$ cat config.mk
export PLATFORM = sky130hd
export DESIGN_NAME = line_raster
export DESIGN_NICKNAME = d
export VERILOG_FILES = /design/src/rtl/line_raster.sv
export SDC_FILE = /design/constraint.sdc
export NUM_CORES = 1
export LEC_CHECK = 0
export ABC_AREA = 1
export CAP_MARGIN = 10
export CELL_PAD_IN_SITES_DETAIL_PLACEMENT = 1
export CELL_PAD_IN_SITES_GLOBAL_PLACEMENT = 1
export CORE_ASPECT_RATIO = 1.5
export CORE_MARGIN = 10
export CORE_UTILIZATION = 47
export DETAILED_ROUTE_END_ITERATION = 12
export GPL_TIMING_DRIVEN = 0
export HOLD_SLACK_MARGIN = 0.02
export PLACE_DENSITY_LB_ADDON = 0.25
export SYNTH_ARGS = -nofsm -noshare
export SYNTH_HDL_FRONTEND = slang
export SYNTH_SLANG_ARGS = --single-unit
$ cat constraint.sdc
create_clock -name I_CLK -period 7.95 [get_ports I_CLK]
set_input_delay 1.59 -clock I_CLK [delete_from_list [all_inputs] [get_ports I_CLK]]
set_output_delay 1.59 -clock I_CLK [all_outputs]
set_load 0.005 [all_outputs]
$ cat src/rtl/line_raster.sv
// line_raster: Bresenham rasterizer turning one line command into per-pixel framebuffer write requests.
// Latency: first pixel valid 2 cycles after command accept, then one pixel per cycle; done pulse after last consume.
// Backpressure: a visible pixel holds valid/addr/data until I_PIX_READY; off-screen pixels drain silently in one cycle.
module line_raster #(
    parameter int H_RES = 640,
    parameter int V_RES = 480
) (
    input  logic        I_CLK,
    input  logic        I_RST_N,
    input  logic        I_CMD_VALID,
    output logic        O_CMD_READY,
    input  logic [9:0]  I_X0,
    input  logic [9:0]  I_Y0,
    input  logic [9:0]  I_X1,
    input  logic [9:0]  I_Y1,
    input  logic [15:0] I_COLOR,
    output logic        O_PIX_VALID,
    input  logic        I_PIX_READY,
    output logic [17:0] O_PIX_ADDR,
    output logic [15:0] O_PIX_DATA,
    output logic        O_BUSY,
    output logic        O_DONE
);

    typedef enum logic [1:0] {IDLE, SETUP, DRAW, FINISH} state_t;

    localparam logic [10:0] H_LIM = 11'(H_RES);
    localparam logic [10:0] V_LIM = 11'(V_RES);
    localparam logic [17:0] PITCH = 18'(H_RES);

    state_t             state;
    // (x, y) is the next pixel to be loaded into the output slot; x1/y1 is the end point
    logic [9:0]         x;
    logic [9:0]         y;
    logic [9:0]         x1;
    logic [9:0]         y1;
    logic [15:0]        color;
    logic signed [12:0] dx;
    logic signed [12:0] dy;
    logic signed [12:0] err;
    logic               sx_inc;
    logic               sy_inc;
    // Output slot: holds the pixel currently presented downstream (visible or not)
    logic               slot_full;
    logic               slot_vis;
    logic               slot_last;

    logic [9:0]         adx;
    logic [9:0]         ady;
    logic signed [12:0] e2;
    logic signed [12:0] err_next;
    logic               step_x;
    logic               step_y;
    logic [9:0]         x_next;
    logic [9:0]         y_next;
    logic               at_end;
    logic               cur_vis;
    logic [17:0]        cur_addr;
    logic               consume;
    logic               load;

    // Bresenham step, visibility/address of the next pixel, and slot handshake decode
    always_comb begin
        adx      = (x1 >= x) ? (x1 - x) : (x - x1);
        ady      = (y1 >= y) ? (y1 - y) : (y - y1);
        e2       = err <<< 1;
        step_x   = (e2 >= dy);
        step_y   = (e2 <= dx);
        err_next = err + (step_x ? dy : 13'sd0) + (step_y ? dx : 13'sd0);
        x_next   = step_x ? (sx_inc ? x + 10'd1 : x - 10'd1) : x;
        y_next   = step_y ? (sy_inc ? y + 10'd1 : y - 10'd1) : y;
        at_end   = (x == x1) && (y == y1);
        cur_vis  = ({1'b0, x} < H_LIM) && ({1'b0, y} < V_LIM);
        cur_addr = ({8'd0, y} * PITCH) + {8'd0, x};
        // An off-screen pixel in the slot needs no handshake and leaves after one cycle
        consume  = slot_full && (!slot_vis || I_PIX_READY);
        // Refill the slot when it is empty or draining, unless it holds the end point
        load     = (state == DRAW) && !(slot_full && slot_last) && (!slot_full || consume);
    end

    // Control FSM with registered outputs; coordinate/error state advances as pixels are loaded
    always_ff @(posedge I_CLK or negedge I_RST_N) begin
        if (!I_RST_N) begin
            state       <= IDLE;
            x           <= 10'd0;
            y           <= 10'd0;
            x1          <= 10'd0;
            y1          <= 10'd0;
            color       <= 16'd0;
            dx          <= 13'sd0;
            dy          <= 13'sd0;
            err         <= 13'sd0;
            sx_inc      <= 1'b0;
            sy_inc      <= 1'b0;
            slot_full   <= 1'b0;
            slot_vis    <= 1'b0;
            slot_last   <= 1'b0;
            O_CMD_READY <= 1'b1;
            O_PIX_VALID <= 1'b0;
            O_PIX_ADDR  <= 18'd0;
            O_PIX_DATA  <= 16'd0;
            O_BUSY      <= 1'b0;
            O_DONE      <= 1'b0;
        end else begin
            case (state)
                IDLE: begin
                    if (I_CMD_VALID && O_CMD_READY) begin
                        x           <= I_X0;
                        y           <= I_Y0;
                        x1          <= I_X1;
                        y1          <= I_Y1;
                        color       <= I_COLOR;
                        O_CMD_READY <= 1'b0;
                        O_BUSY      <= 1'b1;
                        state       <= SETUP;
                    end
                end
                SETUP: begin
                    // x/y still hold the start point here
                    dx        <= $signed({3'b000, adx});
                    dy        <= -$signed({3'b000, ady});
                    err       <= $signed({3'b000, adx}) - $signed({3'b000, ady});
                    sx_inc    <= (x < x1);
                    sy_inc    <= (y < y1);
                    slot_full <= 1'b0;
                    slot_last <= 1'b0;
                    state     <= DRAW;
                end
                DRAW: begin
                    if (load) begin
                        slot_full   <= 1'b1;
                        slot_vis    <= cur_vis;
                        slot_last   <= at_end;
                        O_PIX_VALID <= cur_vis;
                        O_PIX_ADDR  <= cur_addr;
                        O_PIX_DATA  <= color;
                        if (!at_end) begin
                            x   <= x_next;
                            y   <= y_next;
                            err <= err_next;
                        end
                    end else if (consume) begin
                        // Only the end-point pixel drains without a refill
                        slot_full   <= 1'b0;
                        O_PIX_VALID <= 1'b0;
                        O_DONE      <= 1'b1;
                        state       <= FINISH;
                    end
                end
                FINISH: begin
                    O_DONE      <= 1'b0;
                    O_BUSY      <= 1'b0;
                    O_CMD_READY <= 1'b1;
                    slot_last   <= 1'b0;
                    state       <= IDLE;
                end
                default: state <= IDLE;
            endcase
        end
    end

endmodule

==> results.sh, run 1 <==
export IMPL_status="finished clean"
export IMPL_fin_crit_ns=4.74
export IMPL_criticalPathCategory="reg2reg"
export IMPL_rsz0062_at_grt="false"
export IMPL_io_buffers=97
export IMPL_cp_max_fo=10
export IMPL_dp_cells=1965
export IMPL_finalWirelength_um=38000
export IMPL_insertion_delay_ns=0.44
export IMPL_synth_edff_count=0
export IMPL_worst_pin_slew_ns=0.924
export IMPL_start_util=0.481
export IMPL_cts_tree="yes"
export IMPL_htree_num_levels=4
export IMPL_num_rows=68
export IMPL_synth_area_um2=11100
export IMPL_clock_root_buffer="clkbuf_16"
export IMPL_hold_buffers=0
export IMPL_fin_crit_sh=0.596
export IMPL_hp_class="reg2reg"
export IMPL_pin_count=98
export IMPL_finClkSkew_ns=0.0121
export IMPL_cts_resized=0
export IMPL_numCtsBuffers=17
export IMPL_antenna_found_initial=0
export IMPL_ant_nets=0
export IMPL_final_cells=1998
export IMPL_final_nets=1870
export IMPL_drc=0
export IMPL_max_cap_viol_count=0
export IMPL_crit_required_ns=8.28
export IMPL_setup_viol=0
export IMPL_die_h_um=208
export IMPL_synthCells=1552
export IMPL_r2r_slack_ns=3.21
export IMPL_synth_nets=1753
export IMPL_async_flop_share=1.00
export IMPL_gp_congestion=0.946
export IMPL_grt_max_degree=71
export IMPL_endpoint_kind="flop"
export IMPL_cp_cell_sequence="inv_1, ha_1, nand2_1, inv_1, nand4_1, nand3_1, nand2_1, nand2_1, nand2_1, nand2_1, inv_1, clkbuf_1, nor2_1, fa_1, ha_1, inv_1, fa_1, o31ai_1, nand2_1, nand2_1, a21oi_1, o21ai_0, nand2_1, o22a_1"
export IMPL_coreArea_um2=23100
export IMPL_cts_max_path_buffers=2
export IMPL_wl_per_cell_um=19.0
export IMPL_ys_flop_type="dfrtp_1"
export IMPL_clock_sinks=136
export IMPL_start_kind="flop"
export IMPL_drive_gt1_frac=0.0482
export IMPL_clkSlewWorstSetupHoldPaths_ns=0.06
export IMPL_max_freq_ghz=0.211
export IMPL_avgSynthCellArea_um2=7.17
export IMPL_hold_viol_final=0
export IMPL_vias_per_cell=5.46
export IMPL_area_delta_synth_final_pct=17.5
export IMPL_critPathArrivalTime_ns=5.07
export IMPL_crit_top_cell="nand2_1"
export IMPL_max_stage_delay_ns=0.53
export IMPL_synth_seq_cells=136
export IMPL_overflow=0
export IMPL_finalMaxSlewViolations=0
export IMPL_drt_initial_drc_count=487
export IMPL_fp_dieW_um=146
export IMPL_grt_pass1_vias=12379
export IMPL_grt_first_pass_wirelength_um=62000
export IMPL_dp_hpwl_um=30500
export IMPL_num_vias=10903
export IMPL_relSlewSlack=0.384
export IMPL_synth_distinct_cells=50
export IMPL_yosys_warnings=0
export IMPL_first_pass_iters=5
export IMPL_synth_seq_area_share=0.306
export IMPL_postCtsSetupBuffers=0
export IMPL_grt_total_usage=0.252
export IMPL_crit_path_top_delay_cell="fa_1"
export IMPL_die_area_um2=30400
-- through the flow --
| step | setup slack (ns) | TNS (ns) | instance area [um^2] | hold WS [ns] | utilization |
|---|---|---|---|---|---|
| floorplan | 4.21 | 0 | 11100 | 0.442 | - |
| finish | 3.21 | 0 | 13100 | 0.477 | 0.565 |
| detailed placement | 3.18 | 0 | 12500 | 0.463 | 0.541 |
| CTS | 3.14 | 0 | 13100 | 0.483 | 0.565 |
| global placement | -0.372 | -48.86 | 12500 | 0.449 | 0.540 |
| global route | 2.73 | 0 | 13100 | 0.500 | 0.565 |
-- state kept, by name (all words and copies together), names as in the netlist, 2 cells and up --
signal,count
O_PIX_ADDR,18
O_PIX_DATA,16
color,16
dx,10
dy,13
err,12
state,2
x,10
x1,10
y,10
y1,10
-- cell families after synthesis --
family                     count (synthesis)  share of synthesized area
AOI/OAI and AO/OA                        258                      0.127
xor gates and xnor gates                  47                     0.0370
adders and majority gates                141                      0.172
buffers and inverters                    265                     0.0904
DFF                                      136                      0.306
and+or+nand+nor                          705                      0.267
-- layout make-up --
| class | instances | area, um^2 |
|---|---|---|
| clock inverters | 12 | 118 |
| diodes | 1 | 2.50 |
| clock buffers | 20 | 437 |
| inverters | 228 | 856 |
| flip-flops and latches | 136 | 3400 |
| plain buffers | 37 | 150 |
| repair buffers | 98 | 1000 |
| well taps | 315 | 394 |
| multi-input cells | 1151 | 6720 |
| fillers | 3042 | 10100 |
-- cell usage in the layout, fill, tap and decap left out, types with 28 or more instances in the layout --
cell type / instances
nand2_1: 475
inv_1: 219
clkbuf_1: 28
nand3_1: 80
o21ai_0: 117
nor2_1: 86
clkdlybuf4s50_1: 96
a21oi_1: 82
ha_1: 121
xor2_1: 29
dfrtp_1: 135
-- cells in the mapped netlist (all sizes together), types with 5 or more instances --
cell,n,area share
a31oi,12,0.0067
a21oi,84,0.038
fa,20,0.036
a21o,7,0.0047
nand4,20,0.013
xnor2,18,0.014
o21ai,131,0.060
ha,121,0.14
xor2,29,0.023
buf,12,0.0051
dfrtp,135,0.30
inv,226,0.076
clkbuf,25,0.0084
nand3b,5,0.0034
nand3,82,0.038
nor2,93,0.035
nor3,5,0.0022
nand2,493,0.17
-- final timing paths --
check / from / end / cells after the start
worst max-delay path: dy[3] / err[9] / 24
worst min-delay path: dy[9] / dy[9] / 2
worst max register to register: dy[3] / err[9] / 24
max in group asynchronous: I_RST_N / O_PIX_DATA[5] / 2
worst min register to register: dy[9] / dy[9] / 2
min in group asynchronous: I_RST_N / O_PIX_ADDR[14] / 1
-- worst max-delay path, delay by kind of cell, from the launching register on --
family,cells,cell delay [ns]
buffers and inverters,5,0.84
and+or+nand+nor,11,1.10
DFF,1,0.41
AOI/OAI and AO/OA,4,0.77
adders and majority gates,4,1.49
-- per-layer routing --
metal,vias to the layer above,wire (um),track usage
li1,5209,-,-
met1,5378,13700,0.242
met2,216,20800,0.487
met3,100,1510,0.0502
met4,0,1990,0.139
met5,-,0,0
Power of run 1 is left out: the tool's default activity adds up to more than one toggle a clock period on the data nets, which glitch-free logic cannot reach.
==> inputs of run 2 (changes only) <==
--- a/config.mk
+++ b/config.mk
@@ -11,7 +11,7 @@
 export CELL_PAD_IN_SITES_GLOBAL_PLACEMENT = 1
 export CORE_ASPECT_RATIO = 1.5
 export CORE_MARGIN = 10
-export CORE_UTILIZATION = 47
+export CORE_UTILIZATION = 43
 export DETAILED_ROUTE_END_ITERATION = 12
 export GPL_TIMING_DRIVEN = 0
 export HOLD_SLACK_MARGIN = 0.02
==> constraint.sdc (replaced) <==
create_clock -name I_CLK -period 4.91 [get_ports I_CLK]
set_input_delay 0.982 -clock I_CLK [delete_from_list [all_inputs] [get_ports I_CLK]]
set_output_delay 0.982 -clock I_CLK [all_outputs]
set_load 0.005 [all_outputs]
==> results.sh, run 2 (same netlist as run 1, synthesis figures left out) <==
export IMPL_dp_cells=1983
export IMPL_clock_root_buffer="clkbuf_16"
export IMPL_grt_first_pass_wirelength_um=61100
export IMPL_insertion_delay_ns=0.45
export IMPL_grt_pass1_vias=12119
export IMPL_finalWirelength_um=38000
export IMPL_rsz0062_at_grt="false"
export IMPL_clkSlewWorstSetupHoldPaths_ns=0.07
export IMPL_finClkSkew_ns=0.0126
export IMPL_largestRegisters="O_PIX_ADDR: 18 flops, O_PIX_DATA: 16 flops, color: 16 flops"
export IMPL_overflow=0
export IMPL_die_area_um2=32900
export IMPL_crit_required_ns=5.25
export IMPL_holdWs_ns=0.476
export IMPL_fin_crit_ns=4.43
export IMPL_numCtsBuffers=17
export IMPL_drive_gt1_frac=0.0512
export IMPL_criticalPathCategory="reg2reg"
export IMPL_grt_max_degree=76
export IMPL_final_cells=2014
export IMPL_start_kind="flop"
export IMPL_die_h_um=217
export IMPL_ant_nets=0
export IMPL_final_cell_mix="nand2_1 (475), inv_1 (218), dfrtp_1 (135)"
export IMPL_gp_congestion=0.918
export IMPL_largest_register="O_PIX_ADDR"
export IMPL_finalMaxSlewViolations=0
export IMPL_coreArea_um2=25700
export IMPL_num_rows=72
export IMPL_max_freq_ghz=0.226
export IMPL_antenna_found_initial=2
export IMPL_grt_total_usage=0.236
export IMPL_postCtsSetupBuffers=0
export IMPL_setup_viol=0
export IMPL_fin_crit_sh=0.901
export IMPL_max_cap_viol_count=0
export IMPL_final_nets=1869
export IMPL_critPathArrivalTime_ns=4.76
export IMPL_hp_class="reg2reg"
export IMPL_dp_hpwl_um=30600
export IMPL_fp_dieW_um=151
export IMPL_wl_per_cell_um=18.9
export IMPL_drt_initial_drc_count=414
export IMPL_io_buffers=97
export IMPL_clock_sinks=136
export IMPL_hold_viol_final=0
export IMPL_worst_pin_slew_ns=0.916
export IMPL_final_common_cell="nand2_1"
export IMPL_vias_per_cell=5.37
export IMPL_first_pass_iters=5
export IMPL_relSlewSlack=0.389
export IMPL_cp_max_fo=11
export IMPL_num_vias=10819
export IMPL_largest_register_ffs=18
export IMPL_status="finished clean"
export IMPL_pin_count=98
export IMPL_start_util=0.434
export IMPL_diodes=0
export IMPL_drc=0
export IMPL_cts_tree="yes"
export IMPL_cts_max_path_buffers=2
export IMPL_area_delta_synth_final_pct=17.9
export IMPL_htree_num_levels=4
export IMPL_endpoint_kind="flop"
## run 2: critical path: stages, from the launching register on
cell,delay (ns)
dfrtp_1,0.45
ha_1,0.37
a21oi_1,0.17
o21ai_0,0.13
nor2_1,0.17
nand2_1,0.07
nand2_1,0.05
nand2_1,0.22
clkinvlp_4,0.31
nor2_1,0.09
fa_1,0.51
ha_1,0.24
inv_1,0.08
fa_1,0.40
o31ai_1,0.37
nand2_1,0.12
nand2_1,0.09
a21oi_1,0.06
o21ai_0,0.15
nand2_1,0.08
o22a_1,0.17
## run 2: path summary, 6_finish.rpt
kind                                start             end  slack [ns]  cells after the start
worst max-delay path              err[11]          err[9]        0.48                     20
worst min-delay path            color[11]  O_PIX_DATA[11]        0.48                      2
worst max register to register    err[11]          err[9]        0.48                     20
worst min register to register  color[11]  O_PIX_DATA[11]        0.48                      2
max in group asynchronous         I_RST_N     O_CMD_READY        3.50                      2
min in group asynchronous         I_RST_N           dx[2]        0.58                      1
## run 2: final cells by class
cell class / count / area [um^2]
tap: 333 / 417
timing repair buffer: 98 / 1000
inverter: 228 / 860
sequential: 136 / 3400
fill: 3327 / 12600
multi-input combinational: 1151 / 6730
clock buffer: 17 / 425
buffer: 36 / 146
clock inverter: 15 / 141
## run 2: repair_timing
item,4_1_cts,5_1_grt
endpoints found under the hold margin,0,0
setup endpoints to repair,0,2
hold buffers,0,0
resized for setup,0,2
## run 2: metrics by stage
stage	setup TNS (ns)	utilization	area, um^2	setup WS [ns]
2_1_floorplan	0	-	11100	1.17
3_3_place_gp	-384.84	0.488	12500	-2.87
3_5_place_dp	0	0.489	12500	0.0972
4_1_cts	0	0.511	13100	0.0863
5_1_grt	0	0.511	13100	0.0369
6_report	0	0.511	13100	0.484
## run 2: per-layer routing
metal,up-vias,wire (um),GRT usage
li1,5217,-,-
met1,5309,13700,0.224
met2,199,20900,0.448
met3,90,1660,0.0579
met4,4,1750,0.122
met5,-,22,0
Power of run 2 is left out for the same reason.
==> inputs of run 3 (changes only) <==
--- a/config.mk
+++ b/config.mk
@@ -11,7 +11,7 @@
 export CELL_PAD_IN_SITES_GLOBAL_PLACEMENT = 1
 export CORE_ASPECT_RATIO = 1.5
 export CORE_MARGIN = 10
-export CORE_UTILIZATION = 43
+export CORE_UTILIZATION = 35
 export DETAILED_ROUTE_END_ITERATION = 12
 export GPL_TIMING_DRIVEN = 0
 export HOLD_SLACK_MARGIN = 0.02
==> results.sh, run 3 (same netlist as run 1, synthesis figures left out) <==
export IMPL_relSlewSlack=0.336
export IMPL_setup_ws_ns=0.543
export IMPL_worst_pin_slew_ns=0.996
export IMPL_cts_tree="yes"
export IMPL_coreArea_um2=31200
export IMPL_finalMaxSlewViolations=0
export IMPL_hold_viol_final=0
export IMPL_fin_crit_sh=0.889
export IMPL_vias_per_cell=5.06
export IMPL_hold_buffers=0
export IMPL_largest_register="O_PIX_ADDR"
export IMPL_largest_register_ffs=18
export IMPL_cp_max_fo=11
export IMPL_grt_use_met1=0.187
export IMPL_cts_resized=0
export IMPL_final_common_cell="nand2_1"
export IMPL_fin_crit_ns=4.37
export IMPL_grt_max_degree=84
export IMPL_area_delta_synth_final_pct=18.7
export IMPL_hp_class="in2async"
export IMPL_grt_pass1_vias=11641
export IMPL_max_stage_delay_ns=0.51
export IMPL_io_buffers=97
export IMPL_numCtsBuffers=17
export IMPL_final_cells=2085
export IMPL_pre_cts_ws_ns=0.112
export IMPL_pin_count=98
export IMPL_critPathArrivalTime_ns=4.70
export IMPL_postCtsSetupBuffers=0
export IMPL_setup_viol=0
export IMPL_start_util=0.356
export IMPL_gp_congestion=0.894
export IMPL_cts_max_path_buffers=2
export IMPL_criticalPathCategory="reg2reg"
export IMPL_dp_hpwl_um=31700
export IMPL_largestRegisters="O_PIX_ADDR: 18 flops, O_PIX_DATA: 16 flops, color: 16 flops"
export IMPL_dp_cells=2055
export IMPL_start_kind="flop"
export IMPL_crit_cells=23
export IMPL_htree_num_levels=4
export IMPL_wl_per_cell_um=18.3
export IMPL_crit_path_top_delay_cell="fa_1"
export IMPL_clock_sinks=136
export IMPL_finalWirelength_um=38200
export IMPL_num_rows=79
export IMPL_drc=0
export IMPL_drt_initial_drc_count=356
export IMPL_status="finished clean"
export IMPL_grt_total_usage=0.194
export IMPL_met3_usage=0.0433
export IMPL_crit_top_cell="nand2_1"
export IMPL_diodes=0
export IMPL_max_freq_ghz=0.229
export IMPL_max_cap_viol_count=0
export IMPL_clkSlewWorstSetupHoldPaths_ns=0.07
export IMPL_finClkSkew_ns=0.00980
export IMPL_fp_dieW_um=166
export IMPL_first_pass_iters=4
export IMPL_clock_root_buffer="clkbuf_16"
export IMPL_use_met2=0.376
export IMPL_insertion_delay_ns=0.45
export IMPL_final_nets=1869
export IMPL_overflow=0
export IMPL_antenna_found_initial=3
export IMPL_cp_cell_sequence="inv_1, ha_1, nand2_1, inv_1, nand4_1, nand3_1, nand2_1, nand2_1, nand2_1, nand2_1, clkinvlp_4, nor2_1, fa_1, ha_1, inv_1, fa_1, o31ai_1, nand2_1, nand2_1, a21oi_1, o21ai_0, nand2_1, o22a_1"
export IMPL_r2r_cells=23
export IMPL_die_h_um=238
export IMPL_crit_required_ns=5.25
export IMPL_top_usage_layer="met2"
export IMPL_r2r_slack_ns=0.54
export IMPL_drive_gt1_frac=0.0506
export IMPL_rsz0062_at_grt="false"
export IMPL_num_vias=10558
export IMPL_cp_top_family="adder cells"
export IMPL_die_area_um2=39500
export IMPL_final_cell_mix="nand2_1 (475), inv_1 (218), dfrtp_1 (135)"
export IMPL_crit_buf_inv=4
export IMPL_ant_nets=0
export IMPL_endpoint_kind="flop"
export IMPL_grt_first_pass_wirelength_um=61300
run 3: path summary, 6_finish.rpt:
check | start | to
max in group asynchronous | I_RST_N | O_CMD_READY
worst min-delay path | I_RST_N | color[5]
worst min register to register | dy[7] | dy[7]
worst max register to register | dy[3] | err[9]
worst max-delay path | dy[3] | err[9]
min in group I_CLK | dy[7] | dy[7]
run 3: routing by layer:
layer,up-vias,part of all wire
met2,163,0.55
met1,5079,0.37
li1,5217,-
met5,-,0.0010
met4,6,0.043
met3,93,0.037
run 3: area by class of cell:
type | instances | area, um^2
buffer | 36 | 146
multi-input combinational | 1151 | 6730
sequential | 136 | 3400
tap | 405 | 507
inverter | 228 | 860
timing repair buffer | 98 | 1000
fill | 4038 | 18000
clock buffer | 17 | 425
clock inverter | 14 | 149
run 3: per-stage QoR:
stage	hold WS (ns)	util	setup TNS [ns]	instance area (um^2)
finish	0.475	0.423	0	13200
global route	0.514	0.423	0	13200
CTS	0.488	0.423	0	13200
detailed placement	0.461	0.405	0	12600
global placement	0.448	0.404	-396.65	12600
floorplan	0.442	-	0	11100
Power of run 3 is left out for the same reason.
